## config.mk

```make
export PLATFORM = sky130hd
export DESIGN_NAME = dmem_port_arbiter
export DESIGN_NICKNAME = d
export VERILOG_FILES = /design/src/rtl/dmem_arb_pkg.sv /design/src/rtl/dmem_rsp_reg.sv /design/src/rtl/dmem_port_arbiter.sv
export SDC_FILE = /design/constraint.sdc
export NUM_CORES = 1
export LEC_CHECK = 0
export ABC_CLOCK_PERIOD_IN_PS = 3300
export BUFFER_PORTS_ARGS = -buffer_cell sky130_fd_sc_hd__buf_2
export CAP_MARGIN = 20
export CORE_AREA = 4 4 117 119
export CTS_BUF_LIST = sky130_fd_sc_hd__clkbuf_8
export DETAILED_ROUTE_END_ITERATION = 10
export DIE_AREA = 0 0 121 123
export PLACE_DENSITY = 0.82
export SLEW_MARGIN = 20
export SYNTH_ARGS = -nofsm -noshare
export SYNTH_HDL_FRONTEND = slang
export SYNTH_SLANG_ARGS = --single-unit
```

## constraint.sdc

```tcl
create_clock -name clk -period 3.3 [get_ports clk]
set_input_delay 0.33 -clock clk [delete_from_list [all_inputs] [get_ports clk]]
set_output_delay 0.33 -clock clk [all_outputs]
set_load 0.02 [all_outputs]
```

## src/rtl/dmem_arb_pkg.sv

```systemverilog
// Shared types and helpers for the data-memory port arbiter: FSM encoding,
// port ids, request bundle and the word-range check.
package dmem_arb_pkg;

   typedef enum logic {
      ST_NORMAL    = 1'b0,
      ST_FORCE_DMA = 1'b1
   } arb_state_e;

   localparam logic PORT_CPU = 1'b0;
   localparam logic PORT_DMA = 1'b1;

   localparam int unsigned CNT_W = 8;

   typedef struct packed {
      logic        we;
      logic [31:0] addr;
      logic [31:0] wdata;
   } mem_req_t;

   // True when the word index addr[31:2] lies inside a memory of 'depth' words.
   function automatic logic addr_in_range(input logic [31:0] addr, input int unsigned depth);
      return 32'(addr[31:2]) < depth;
   endfunction

endpackage

```

## src/rtl/dmem_rsp_reg.sv

```systemverilog
// Per-port response register: one-cycle valid pulse, load data hold and
// out-of-range flag, all updated from the cycle of the accept.
module dmem_rsp_reg (
   input  logic        clk,
   input  logic        reset,
   input  logic        accept,
   input  logic        is_load,
   input  logic        err,
   input  logic [31:0] mem_rdata,
   output logic        rsp_valid,
   output logic [31:0] rsp_rdata,
   output logic        rsp_err
);

   always_ff @(posedge clk or posedge reset) begin
      if (reset) begin
         rsp_valid <= 1'b0;
         rsp_rdata <= '0;
         rsp_err   <= 1'b0;
      end else begin
         rsp_valid <= accept;
         if (accept) begin
            rsp_err <= err;
            // Out-of-range returns zero data; in-range stores keep the last load data.
            if (err) begin
               rsp_rdata <= '0;
            end else if (is_load) begin
               rsp_rdata <= mem_rdata;
            end
         end
      end
   end

endmodule

```

## src/rtl/dmem_port_arbiter.sv

```systemverilog
// Arbitrates the single-port data memory between the CPU and a DMA requester,
// with a saturating wait counter that forces a DMA grant to bound starvation.
module dmem_port_arbiter
   import dmem_arb_pkg::*;
#(
   parameter int unsigned MEM_DEPTH    = 256,
   parameter int unsigned STARVE_LIMIT = 4
) (
   input  logic             clk,
   input  logic             reset,
   input  logic             cpu_req_valid,
   output logic             cpu_req_ready,
   input  logic             cpu_req_we,
   input  logic [31:0]      cpu_req_addr,
   input  logic [31:0]      cpu_req_wdata,
   output logic             cpu_rsp_valid,
   output logic [31:0]      cpu_rsp_rdata,
   output logic             cpu_rsp_err,
   input  logic             dma_req_valid,
   output logic             dma_req_ready,
   input  logic             dma_req_we,
   input  logic [31:0]      dma_req_addr,
   input  logic [31:0]      dma_req_wdata,
   output logic             dma_rsp_valid,
   output logic [31:0]      dma_rsp_rdata,
   output logic             dma_rsp_err,
   output logic [31:0]      mem_addr,
   output logic [31:0]      mem_wdata,
   output logic             mem_we,
   output logic             mem_re,
   input  logic [31:0]      mem_rdata,
   output logic             dma_starved,
   output arb_state_e       dbg_state,
   output logic [CNT_W-1:0] dbg_starve_cnt
);

   // Handshake: a request transfers in any cycle where *_req_valid and
   // *_req_ready are both high; ready is the combinational grant and never
   // depends on ready of the other side. Requesters hold payload until accepted.

   localparam logic [CNT_W-1:0] LIMIT = CNT_W'(STARVE_LIMIT);

   arb_state_e       state, state_next;
   logic [CNT_W-1:0] starve_cnt, starve_cnt_next;
   logic             grant_any;
   logic             grant_port;
   mem_req_t         cpu_req, dma_req, sel_req;
   logic             sel_in_range;

   assign cpu_req = '{we: cpu_req_we, addr: cpu_req_addr, wdata: cpu_req_wdata};
   assign dma_req = '{we: dma_req_we, addr: dma_req_addr, wdata: dma_req_wdata};

   always_ff @(posedge clk or posedge reset) begin
      if (reset) begin
         state      <= ST_NORMAL;
         starve_cnt <= '0;
      end else begin
         state      <= state_next;
         starve_cnt <= starve_cnt_next;
      end
   end

   always_comb begin
      grant_any       = 1'b0;
      grant_port      = PORT_CPU;
      state_next      = state;
      starve_cnt_next = '0;

      if (!reset) begin
         case (state)
            ST_NORMAL: begin
               if (cpu_req_valid) begin
                  grant_any  = 1'b1;
                  grant_port = PORT_CPU;
               end else if (dma_req_valid) begin
                  grant_any  = 1'b1;
                  grant_port = PORT_DMA;
               end
            end
            ST_FORCE_DMA: begin
               if (dma_req_valid) begin
                  grant_any  = 1'b1;
                  grant_port = PORT_DMA;
               end
            end
            default: ;
         endcase
      end

      cpu_req_ready = grant_any && (grant_port == PORT_CPU);
      dma_req_ready = grant_any && (grant_port == PORT_DMA);

      // Counter tracks consecutive cycles of a waiting, un-granted DMA request.
      if (dma_req_valid && !dma_req_ready) begin
         starve_cnt_next = (starve_cnt == '1) ? starve_cnt : starve_cnt + 1'b1;
      end

      case (state)
         ST_NORMAL:    if (starve_cnt_next == LIMIT) state_next = ST_FORCE_DMA;
         ST_FORCE_DMA: if (dma_req_ready || !dma_req_valid) state_next = ST_NORMAL;
         default:      state_next = ST_NORMAL;
      endcase
   end

   assign sel_req      = (grant_port == PORT_DMA) ? dma_req : cpu_req;
   assign sel_in_range = addr_in_range(sel_req.addr, MEM_DEPTH);

   always_comb begin
      mem_addr  = '0;
      mem_wdata = '0;
      mem_we    = 1'b0;
      mem_re    = 1'b0;
      if (grant_any) begin
         mem_addr  = sel_req.addr;
         mem_wdata = sel_req.wdata;
         mem_we    = sel_req.we && sel_in_range;
         mem_re    = !sel_req.we && sel_in_range;
      end
   end

   assign dma_starved    = (state == ST_FORCE_DMA);
   assign dbg_state      = state;
   assign dbg_starve_cnt = starve_cnt;

   dmem_rsp_reg u_cpu_rsp (
      .clk       (clk),
      .reset     (reset),
      .accept    (cpu_req_ready),
      .is_load   (!sel_req.we),
      .err       (!sel_in_range),
      .mem_rdata (mem_rdata),
      .rsp_valid (cpu_rsp_valid),
      .rsp_rdata (cpu_rsp_rdata),
      .rsp_err   (cpu_rsp_err)
   );

   dmem_rsp_reg u_dma_rsp (
      .clk       (clk),
      .reset     (reset),
      .accept    (dma_req_ready),
      .is_load   (!sel_req.we),
      .err       (!sel_in_range),
      .mem_rdata (mem_rdata),
      .rsp_valid (dma_rsp_valid),
      .rsp_rdata (dma_rsp_rdata),
      .rsp_err   (dma_rsp_err)
   );

endmodule

```

Yosys cells after proc, flatten, opt, wreduce, memory -nomap -nowiden

Index checks and enable logic that the tools add are counted.

Input bits: 166
Memory bits (read-only): 0
Latch bits: 0
Register bits after elaboration: 77
Memories kept: 0
Output and inout bits: 146
Memory bits (writable): 0
Logic and storage cells: 46

Bitwise logic cells: 2
Multiply operators: 0
Multiplexer cells: 19
Shift-type cells: 0
Divide/modulo/power cells: 0
Add/sub/neg operators: 1
Equal/unequal tests: 3
Reductions and logical operators: 12
Magnitude comparators: 1

Operators by type and width:

| cell                                                                           | number |
|---|---|
| 32-bit two-way mux                                                             | 4 |
| 65-bit two-way mux                                                             | 1 |
| 30-bit by 9-bit less-than comparator with 1-bit output (second input constant) | 1 |
| 8-bit two-way mux                                                              | 2 |
| 1-bit two-way mux                                                              | 9 |
| 8-bit by 1-bit adder with 8-bit output (second input constant)                 | 1 |
| 8-bit by 3-bit equality test with 1-bit output (second input constant)         | 1 |
| 8-bit equality test (second input constant)                                    | 1 |
| 1-bit case mux with 2 select lines                                             | 3 |
| 1-bit logical AND                                                              | 5 |
| 1-bit logical NOT                                                              | 4 |
| 2-bit AND reduction                                                            | 2 |
| 2-bit != test (second input constant)                                          | 1 |
| 1-bit inverter                                                                 | 2 |
| 1-bit logical OR                                                               | 1 |

Depth between registers and ports, before layout

Gate-level depths: netlist of the first run.

Depth after elaboration: 11
Mapped depth: 8
Mapped depth without buffers: 6

By module

From an unflattened synthesis of the first run, not the netlist that was laid out.

Cell total of the unflattened synthesis: 549
Area, all modules: 4,717.0 µm²

Modules (own cells, without submodules):

| module            | area an instance (µm²) | times used | seq. area each (µm²) | cells each |
|---|---|---|---|---|
| dmem_rsp_reg      | 1,544.0                | 2          | 850.8                | 128 |
| dmem_port_arbiter | 1,629.1                | 1          | 225.2                | 293 |

Worst setup path after synthesis of the first run

OpenSTA, ideal clock, no wires.

Kind: in2out
From: input reset
To: output mem_we
Arrival: 2.906 ns
Required time: 2.970 ns
Stages on the path: 5
Setup slack: 0.064 ns
Path buffers: 0
Cell sequence: inv_2 nand3_2 inv_2 mux2_4 nor4b_1

Word-level cells in the longest chain between the ends: 5
Elaborated cells on any way between the ends: 6
Those cells by class: order compare (1); mux (4); reduce/logical (1)

Ends and longest elaborated chain:

| what                                                   | RTL line                 | RTL |
|---|---|---|
| from (decl)                                            | dmem_port_arbiter.sv:10  | `input logic reset,` |
| 1-bit two-way mux                                      | dmem_port_arbiter.sv:69  | `if (!reset) begin` |
| 65-bit two-way mux                                     | dmem_port_arbiter.sv:105 | `assign sel_req = (grant_port == PORT_DMA) ? dma_req : cpu_req;` |
| 30-bit by 9-bit less-than comparator with 1-bit output | dmem_arb_pkg.sv:23       | `return 32'(addr[31:2]) < depth;` |
| 1-bit logical AND                                      | dmem_port_arbiter.sv:116 | `mem_we = sel_req.we && sel_in_range;` |
| 1-bit two-way mux (*)                                  | dmem_port_arbiter.sv:113 | `if (grant_any) begin` |
| to (decl)                                              | dmem_port_arbiter.sv:29  | `output logic mem_we,` |

Every way passes the cells marked *; elsewhere a longest branch is shown, timed or not.

Worst setup path after layout of the first run

Ends and elaborated chain as after synthesis.

==> flow_metrics.tcl, run 1 <==
set metrics [dict create \
    r2r_end "u_cpu_rsp.rsp_rdata[0]$_DFFE_PP0P_" \
    nets 979 \
    syn-cell-area_sq_um 4510 \
    vias 5214 \
    grt_pass1_vias 4900 \
    yosysUniqueCellTypes 44 \
    ys_ff_latch 77 \
    hold_viol_final 0 \
    ir_drop_mv 0.231 \
    cts_tree "built" \
    cts-root-buf "clkbuf_8" \
    cp_data_arrival_time_ps 2730 \
    die_h_um 123 \
    drive_gt1_share_pct 45.2 \
    routed_via_density 5.27 \
    grt_setup_unrepaired "no" \
    boundaryPins 312 \
    power_density_nw_per_um2 324 \
    whs_path_depth 2 \
    yosysWarningCount 0 \
    synth_area_per_cell_sq_um 8.61 \
    critPathKind "primary input to output pin" \
    ant_nets 0 \
    fill_cells 1206 \
    clk_path_buf_depth 2 \
    timing.final.ws_setup_ps 238 \
    min_to "u_dma_rsp.rsp_rdata[3]$_DFFE_PP0P_" \
    maxCapViolCount 0 \
    ys_seq_area_share_pct 42.7 \
    rows 41 \
    fmax_mhz 327 \
    first_iter_violations 368 \
    start_util_pct 35.9 \
    crit_chain "dlygate4sd3_1 > buf_2 > clkinv_2 > nand3_2 > inv_2 > mux2_4 > nor4b_1 > buf_2" \
    drcViolationCount 0 \
    required_ps 2970 \
    cpLargestDelayFamily "buffers and inverters" \
    grt_overflow_total 0 \
    cts_max_level 3 \
    critPathMaxStageDelay_ps 540 \
    fin_crit_ps 3060 \
    ys_top_cells_by_area "dfrtp_1 (43%), nand2_1 (11%), a21oi_1 (7.5%)" \
    synth_nets 691 \
    setup_tns_ps 0 \
    drt-total-wl_um 18500 \
    hold_path.startpoint "mem_rdata[3]" \
    synth_top_cell_area_share_pct 42.7 \
    crit_buf_inv 5 \
    synth_area_leader_cell "dfrtp_1" \
    die_area_sq_um 14900 \
    fin_skew_ps 15.2 \
    power_leakage_nw 3.40 \
    cts_sinks 77 \
    dpl.hpwl_um 14400 \
    slew_violations 0 \
    worstSetupEndpointType "output pin" \
    ff2ff_setup_slack_ps 930 \
    portBuffers 311 \
    synthFlopType "dfrtp_1" \
    wl_per_cell_um 18.7 \
    worst_path_max_delay_cell "dlygate4sd3_1" \
    grt_max_degree 69 \
    worst_hold_path_type "primary input to flip-flop" \
    r2r_cells 6 \
    fin_crit_sh_pct 92.8 \
    grt_usage_pct 23.3 \
    tightest_slew_ps 1010 \
    synthArstFlopShare_pct 100 \
    dr.pass1.iters 5 \
    coreArea_sq_um 12600 \
    synth-edff-count 0 \
    max-slew-margin-rel_pct 32.6 \
    critPathMostFrequentCell "buf_2" \
    cp-start-kind "primary input" \
    insertion_delay_ps 360 \
    cp_max_fo 35 \
    setup_viol 0 \
    synthCells 524 \
    antenna_found_initial 1 \
    place_ws_ps 590 \
    place.gp.congestion 0.909 \
    area_growth_pct 42.1 \
    die_width_um 121 \
    cts_buffers 9 \
    regToRegStartpoint "dbg_state$_DFF_PP0_" \
    status "finished, final reports clean" \
    grt_pass1_wl_um 27200 \
    path_clk_slew_ps 90 \
]
## cell type report
cell class / instances / area, sq um / share of cell area, %
diodes: 1 / 2.50 / 0.0390
clock buffers: 9 / 124 / 1.93
clock inverters: 7 / 75.1 / 1.17
inverters: 35 / 133 / 2.07
multi-input cells: 365 / 2260 / 35.2
flip-flops and latches: 77 / 1930 / 30.0
well taps: 172 / 215 / 3.36
repair buffers: 324 / 1680 / 26.1
## flip-flops by register name, indices dropped and copies added (netlist names)
name and flops:
u_cpu_rsp.rsp_err 1, u_cpu_rsp.rsp_rdata 32, dbg_state 1, u_dma_rsp.rsp_valid 1
u_dma_rsp.rsp_rdata 32, u_cpu_rsp.rsp_valid 1, dbg_starve_cnt 8, u_dma_rsp.rsp_err 1
## logic make-up (layout without fill, tap and decap cells)
family                   after synthesis  after routing  synth area share (%)
AND/OR/NAND/NOR                      180            180                  17.8
AO/OA/AOI/OAI                        175            175                  29.4
buffers and inverters                 82            375                  7.88
flip-flops                            77             77                  42.7
XOR/XNOR                               6              6                  1.16
multiplexers                           3              3                 0.776
adder cells (fa/ha/maj)                1              1                 0.277
other                                  0              1                     0
## power by group
group	internal (W)	switching, W
registers	0.000946	0.00000404
logic	0.000149	0.000258
clock network	0.000352	0.000371
total	0.00145	0.000633
## cells in the final DEF (no fill, tap or decap), drive strengths merged, types with 9 or more instances in the layout
cell type	count
a21oi	68
a22o	32
a32oi	33
buf	323
clkbuf	9
dfrtp	77
inv	35
nand2	133
nor2	9
nor4	12
o31ai	33
## synth_stat cells (2+ instances only)
cell        n
nor2_1      9
nand2_1   133
and4_1      5
nor4_1     11
inv_1      32
nand3_1     4
buf_1       4
mux2i_1     2
o31ai_1    12
nand4_1     2
xnor2_1     3
nor3_1      5
a22o_1     32
a32oi_1    33
inv_2       3
buf_2      20
xor2_1      3
a21oi_1    68
buf_4       4
clkbuf_1   18
dfrtp_1    77
o21ai_1     2
o31ai_2    21
## routing by layer
layer	up-vias	global-route usage (%)	routed length (um)
met5	-	0	7
met4	2	8.57	597
met3	38	4.16	1290
met2	246	39.6	9210
met1	2467	29.7	7370
li1	2461	-	-
## metrics by stage
step	instance area [sq um]	power (W)	instances	util, %	hold slack [ps]
detailed placement	6190	0.00138	972	49.3	332
CTS	6400	0.00209	989	50.9	191
global route	6410	0.00217	989	51.0	198
floorplan	4510	0.00116	524	-	463
global placement	6190	0.00137	972	49.3	333
finish	6410	0.00208	990	51.0	206
## how the worst max path moves through the flow
stage | startpoint | endpoint | slack (ps) | depth (start not counted)
after floorplan | reset | mem_we | 60 | 5
after global placement | reset | mem_addr[31] | 680 | 8
after detailed placement | cpu_req_addr[26] | u_cpu_rsp.rsp_rdata[4]$_DFFE_PP0P_ | 590 | 6
after CTS | reset | mem_we | 50 | 9
after global routing | reset | mem_we | 20 | 9
final | reset | mem_we | 240 | 8
## what timing repair did
action	CTS	global route
gates resized for setup	0	2
hold buffers	1	0
setup buffers	0	0
endpoints found under the setup margin	0	33
endpoints found under the hold margin	15	0
No activity file was read; power rests on OpenSTA's default activity.
==> run 2, diff against run 1 <==
--- a/config.mk
+++ b/config.mk
@@ -12,6 +12,8 @@
 export CTS_BUF_LIST = sky130_fd_sc_hd__clkbuf_8
 export DETAILED_ROUTE_END_ITERATION = 10
 export DIE_AREA = 0 0 121 123
+export GPL_ROUTABILITY_DRIVEN = 1
+export MAX_ROUTING_LAYER = met4
 export PLACE_DENSITY = 0.82
 export SLEW_MARGIN = 20
 export SYNTH_ARGS = -nofsm -noshare
==> run 2 against run 1 <==
- sequential power about the same
- sequential share of layout area stayed put
- non-clock buffer count decreased by 1
- combinational power hardly changed
- wire length about the same
- first-iteration DRC count up 29%
- register-to-register slack worse by 50 ps
- clock power increased by 5.7%
- global-route usage up 0.42 points
- critical path depth stayed put
- critical endpoint is now mem_addr[1]
- largest cell class unchanged
==> flow_metrics.tcl, run 2 (synthesis gave the netlist of run 1 again) <==
set metrics [dict create \
    grt_setup_unrepaired "no" \
    mostFrequentLayoutCell "buf_2" \
    cp_data_arrival_time_ps 2630 \
    die_area_sq_um 14900 \
    ant_nets 0 \
    drive_gt1_share_pct 44.7 \
    grt_usage_pct 23.7 \
    required_ps 2970 \
    grt_overflow_total 0 \
    regToRegStartpoint "dbg_state$_DFF_PP0_" \
    cts_max_level 3 \
    worstSetupEndpointType "output pin" \
    hold_ws_ps 210 \
    mostFrequentLayoutCells "buf_2 (311), nand2_1 (133), dfrtp_1 (77), a21oi_1 (68), inv_1 (35)" \
    boundaryPins 312 \
    ff2ff_setup_slack_ps 880 \
    post_cts_buffers 0 \
    max-slew-margin-rel_pct 27.3 \
    insertion_delay_ps 350 \
    hold_viol_final 0 \
    critPathKind "primary input to output pin" \
    vias 5183 \
    r2r_end "u_dma_rsp.rsp_rdata[1]$_DFFE_PP0P_" \
    drcViolationCount 0 \
    ir_drop_mv 0.277 \
    die_h_um 123 \
    start_util_pct 35.9 \
    grt_pass1_vias 4793 \
    cp_max_fo 67 \
    place.gp.congestion 0.901 \
    fin_crit_ps 2960 \
    utilization_pct 51.0 \
    setup_tns_ps 0 \
    wl_per_cell_um 18.7 \
    power_leakage_nw 3.42 \
    r2r_cells 6 \
    routed_via_density 5.24 \
    maxCapViolCount 0 \
    clk_path_buf_depth 2 \
    worst_hold_path_type "primary input to flip-flop" \
    grt_pass1_wl_um 26700 \
    fin_skew_ps 5.11 \
    dr.pass1.iters 5 \
    seq_area_sq_um 1930 \
    setup_viol 0 \
    nets 978 \
    cts-root-buf "clkbuf_8" \
    path_clk_slew_ps 70 \
    slew_violations 0 \
    portBuffers 311 \
    place_ws_ps 704 \
    drt-total-wl_um 18500 \
    die_width_um 121 \
    timing.final.ws_setup_ps 337 \
    fin_crit_sh_pct 89.8 \
    first_iter_violations 473 \
    worstSetupStartpoint "reset" \
    cp-start-kind "primary input" \
    antenna_found_initial 2 \
    multi_input_area_sq_um 2260 \
    cp-endpoint "mem_addr[1]" \
    fill_cells 1220 \
    area_growth_pct 42.1 \
    tightest_slew_ps 1090 \
    cts_tree "built" \
    power_density_nw_per_um2 331 \
    dpl.hpwl_um 14400 \
    fmax_mhz 337 \
    cts_buffers 9 \
    status "finished, final reports clean" \
    coreArea_sq_um 12600 \
    rows 41 \
    cts_sinks 77 \
    grt_max_degree 69 \
]
==> run 2: how the worst min path moves through the flow <==
stage / start / end / depth (start not counted) / slack (ps)
6_report: mem_rdata[18] / u_dma_rsp.rsp_rdata[18]$_DFFE_PP0P_ / 2 / 210
5_1_grt: mem_rdata[24] / u_dma_rsp.rsp_rdata[24]$_DFFE_PP0P_ / 2 / 210
4_1_cts: mem_rdata[18] / u_dma_rsp.rsp_rdata[18]$_DFFE_PP0P_ / 2 / 190
3_5_place_dp: reset / u_cpu_rsp.rsp_rdata[10]$_DFFE_PP0P_ / 2 / 240
3_3_place_gp: reset / u_cpu_rsp.rsp_rdata[10]$_DFFE_PP0P_ / 2 / 240
2_1_floorplan: mem_rdata[30] / u_dma_rsp.rsp_rdata[30]$_DFFE_PP0P_ / 1 / 460
==> run 2: repair_timing <==
item	in CTS	in global routing
setup endpoints to repair	0	1
hold endpoints to repair	4	0
hold buffers	1	0
gates resized for setup	0	1
==> run 2: critical path, stage by stage <==
cell           delay [ps]
dlygate4sd3_1         530
buf_2                 140
clkinv_2              150
nand3_2               180
buf_4                 560
nand2_1               200
a21oi_1               290
buf_2                 230
==> run 2: per-layer routing <==
layer / wire, um / track usage (%) / vias up
met2: 9270 / 40.2 / 244
met5: 0 / - / -
li1: - / - / 2455
met1: 7280 / 28.8 / 2454
met3: 1390 / 4.16 / 30
met4: 524 / 8.00 / 0
==> run 2: area by class of cell <==
class / instances / share of cell area (%)
diodes: 2 / 0.0780
clock buffers: 9 / 1.93
clock inverters: 7 / 1.31
inverters: 35 / 2.07
multi-input cells: 365 / 35.2
flip-flops and latches: 77 / 30.0
well taps: 172 / 3.36
repair buffers: 323 / 26.0
==> run 2: stage by stage <==
stage | power (W) | cell area [sq um] | cells
2_1_floorplan | 0.00116 | 4510 | 524
4_1_cts | 0.00213 | 6400 | 988
3_3_place_gp | 0.00137 | 6190 | 971
6_report | 0.00212 | 6410 | 990
3_5_place_dp | 0.00138 | 6190 | 971
5_1_grt | 0.00220 | 6410 | 990
==> run 2: power by group <==
group	switching, W	internal (W)
Clock	0.000347	0.000417
Sequential	0.00000378	0.000946
Combinational	0.000260	0.000148
==> run 3, diff against run 2 <==
--- a/config.mk
+++ b/config.mk
@@ -5,7 +5,7 @@
 export SDC_FILE = /design/constraint.sdc
 export NUM_CORES = 1
 export LEC_CHECK = 0
-export ABC_CLOCK_PERIOD_IN_PS = 3300
+export ABC_CLOCK_PERIOD_IN_PS = 3040
 export BUFFER_PORTS_ARGS = -buffer_cell sky130_fd_sc_hd__buf_2
 export CAP_MARGIN = 20
 export CORE_AREA = 4 4 117 119
==> constraint.sdc (replaced) <==
create_clock -name clk -period 3.04 [get_ports clk]
set_input_delay 0.304 -clock clk [delete_from_list [all_inputs] [get_ports clk]]
set_output_delay 0.304 -clock clk [all_outputs]
set_load 0.02 [all_outputs]
==> run 3 against run 2 <==
- first-iteration DRC count up 16%
- via count up 2.3%
- core utilization down 0.28 points
- clock-buffer cell count unchanged
- non-clock buffer count unchanged
- register-to-register slack worse by 100 ps
- total power up 1.7%
- cell count down 0.10%
==> flow_metrics.tcl, run 3 (synthesis gave the netlist of run 1 again) <==
set metrics [dict create \
    status "finished, final reports clean" \
    routed_via_density 5.36 \
    worstSetupEndpointType "output pin" \
    place.gp.congestion 0.935 \
    grt_pass1_wl_um 27600 \
    post_cts_buffers 0 \
    mostFrequentLayoutCells "buf_2 (311), nand2_1 (133), dfrtp_1 (77), a21oi_1 (68), inv_1 (33)" \
    power_density_nw_per_um2 338 \
    dr.pass1.iters 5 \
    portBuffers 311 \
    slew_violations 0 \
    crit_buf_inv 3 \
    critPathKind "flip-flop to output pin" \
    power_leakage_nw 3.39 \
    grt_overflow_total 0 \
    path_clk_slew_ps 90 \
    rows 41 \
    worst_path_max_delay_cell "dfrtp_1" \
    ff2ff_setup_slack_ps 780 \
    grt_max_degree 78 \
    worst_hold_path_type "primary input to flip-flop" \
    r2r_end "u_dma_rsp.rsp_rdata[3]$_DFFE_PP0P_" \
    setup_viol 0 \
    hold_ws_ps 175 \
    start_util_pct 35.9 \
    hold_viol_final 0 \
    setup_tns_ps 0 \
    cp_data_arrival_time_ps 2450 \
    cp-start-kind "flip-flop" \
    regToRegStartpoint "dbg_state$_DFF_PP0_" \
    drcViolationCount 0 \
    ctsHoldBuffers 0 \
    fmax_mhz 363 \
    die_area_sq_um 14900 \
    cts_tree "built" \
    vias 5303 \
    hold_path.startpoint "mem_rdata[30]" \
    cpLargestDelayFamily "simple AND/OR/NAND/NOR gates" \
    maxCapViolCount 0 \
    antenna_found_initial 1 \
    ant_nets 0 \
    min_to "u_dma_rsp.rsp_rdata[30]$_DFFE_PP0P_" \
    fin_skew_ps 7.72 \
    fill_cells 1216 \
    tightest_slew_ps 959 \
    coreArea_sq_um 12600 \
    max-slew-margin-rel_pct 36.1 \
    mostFrequentLayoutCell "buf_2" \
    nets 978 \
    r2r_cells 6 \
    boundaryPins 312 \
    grt_usage_pct 24.6 \
    ir_drop_mv 0.249 \
    insertion_delay_ps 360 \
    critPathMaxStageDelay_ps 440 \
    first_iter_violations 547 \
    cts_buffers 9 \
    die_h_um 123 \
    fin_crit_sh_pct 90.6 \
    whs_path_depth 2 \
    cts-root-buf "clkbuf_8" \
    cp_max_fo 68 \
    grt_pass1_vias 4935 \
    crit_chain "nand2b_1 > nand3_2 > inv_2 > buf_12 > mux2i_1 > nor4_1 > buf_2" \
    fin_crit_ps 2750 \
    dpl.hpwl_um 14600 \
    cts_max_level 3 \
    clk_path_buf_depth 2 \
    timing.final.ws_setup_ps 287 \
    grt_setup_unrepaired "no" \
    cts_sinks 77 \
    cts_resized 0 \
    required_ps 2740 \
    die_width_um 121 \
    finalPower_w 0.00216 \
    drt-total-wl_um 18900 \
    wl_per_cell_um 19.1 \
    drive_gt1_share_pct 45.1 \
    area_growth_pct 41.3 \
    place_ws_ps 518 \
]
[run 3: cell count changes in the layout (fill, tap and decap cells not counted), sizes merged]
cell / change
clkinvlp: +3
inv: -1
bufinv: -2
diode: -1
dlygate4sd3: -1
buf: +1
[run 3: power by group]
| part | leakage, nW | total [W] | switching [W] | internal [W] |
|---|---|---|---|---|
| registers | 1.06 | 0.00103 | 0.00000473 | 0.00103 |
| logic | 2.24 | 0.000444 | 0.000284 | 0.000160 |
| clock network | 0.0784 | 0.000681 | 0.000391 | 0.000290 |
[run 3: layout make-up]
cell class,instances,area (sq um),share of cell area [%]
clock inverters,7,43.8,0.687
flip-flops and latches,77,1930,30.2
diodes,1,2.50,0.0392
repair buffers,323,1670,26.2
clock buffers,9,124,1.94
multi-input cells,365,2260,35.4
inverters,35,134,2.10
well taps,172,215,3.37
[run 3: how the worst max path moves through the flow]
| stage | from | to | slack [ps] | depth (start not counted) |
|---|---|---|---|---|
| CTS | dbg_state$_DFF_PP0_ | mem_re | 230 | 7 |
| global route | dbg_state$_DFF_PP0_ | mem_re | 40 | 7 |
| floorplan | reset | mem_we | 290 | 5 |
| detailed placement | cpu_req_addr[19] | mem_re | 520 | 6 |
| finish | dbg_state$_DFF_PP0_ | mem_re | 290 | 7 |
| global placement | cpu_req_addr[19] | mem_we | 580 | 6 |
[run 3: through the flow]
step	std cells	cell area (sq um)	util, %
after global placement	972	6210	49.4
after floorplan	524	4510	-
after CTS	988	6370	50.7
final	989	6380	50.7
after global routing	989	6380	50.7
after detailed placement	972	6210	49.4
[run 3: per-layer routing]
| metal | global-route usage (%) | vias to the layer above | part of all wire [%] |
|---|---|---|---|
| li1 | - | 2464 | - |
| met1 | 30.1 | 2490 | 39 |
| met2 | 39.8 | 304 | 48 |
| met3 | 5.40 | 45 | 9.5 |
| met4 | 10.3 | 0 | 3.7 |
| met5 | - | - | 0 |
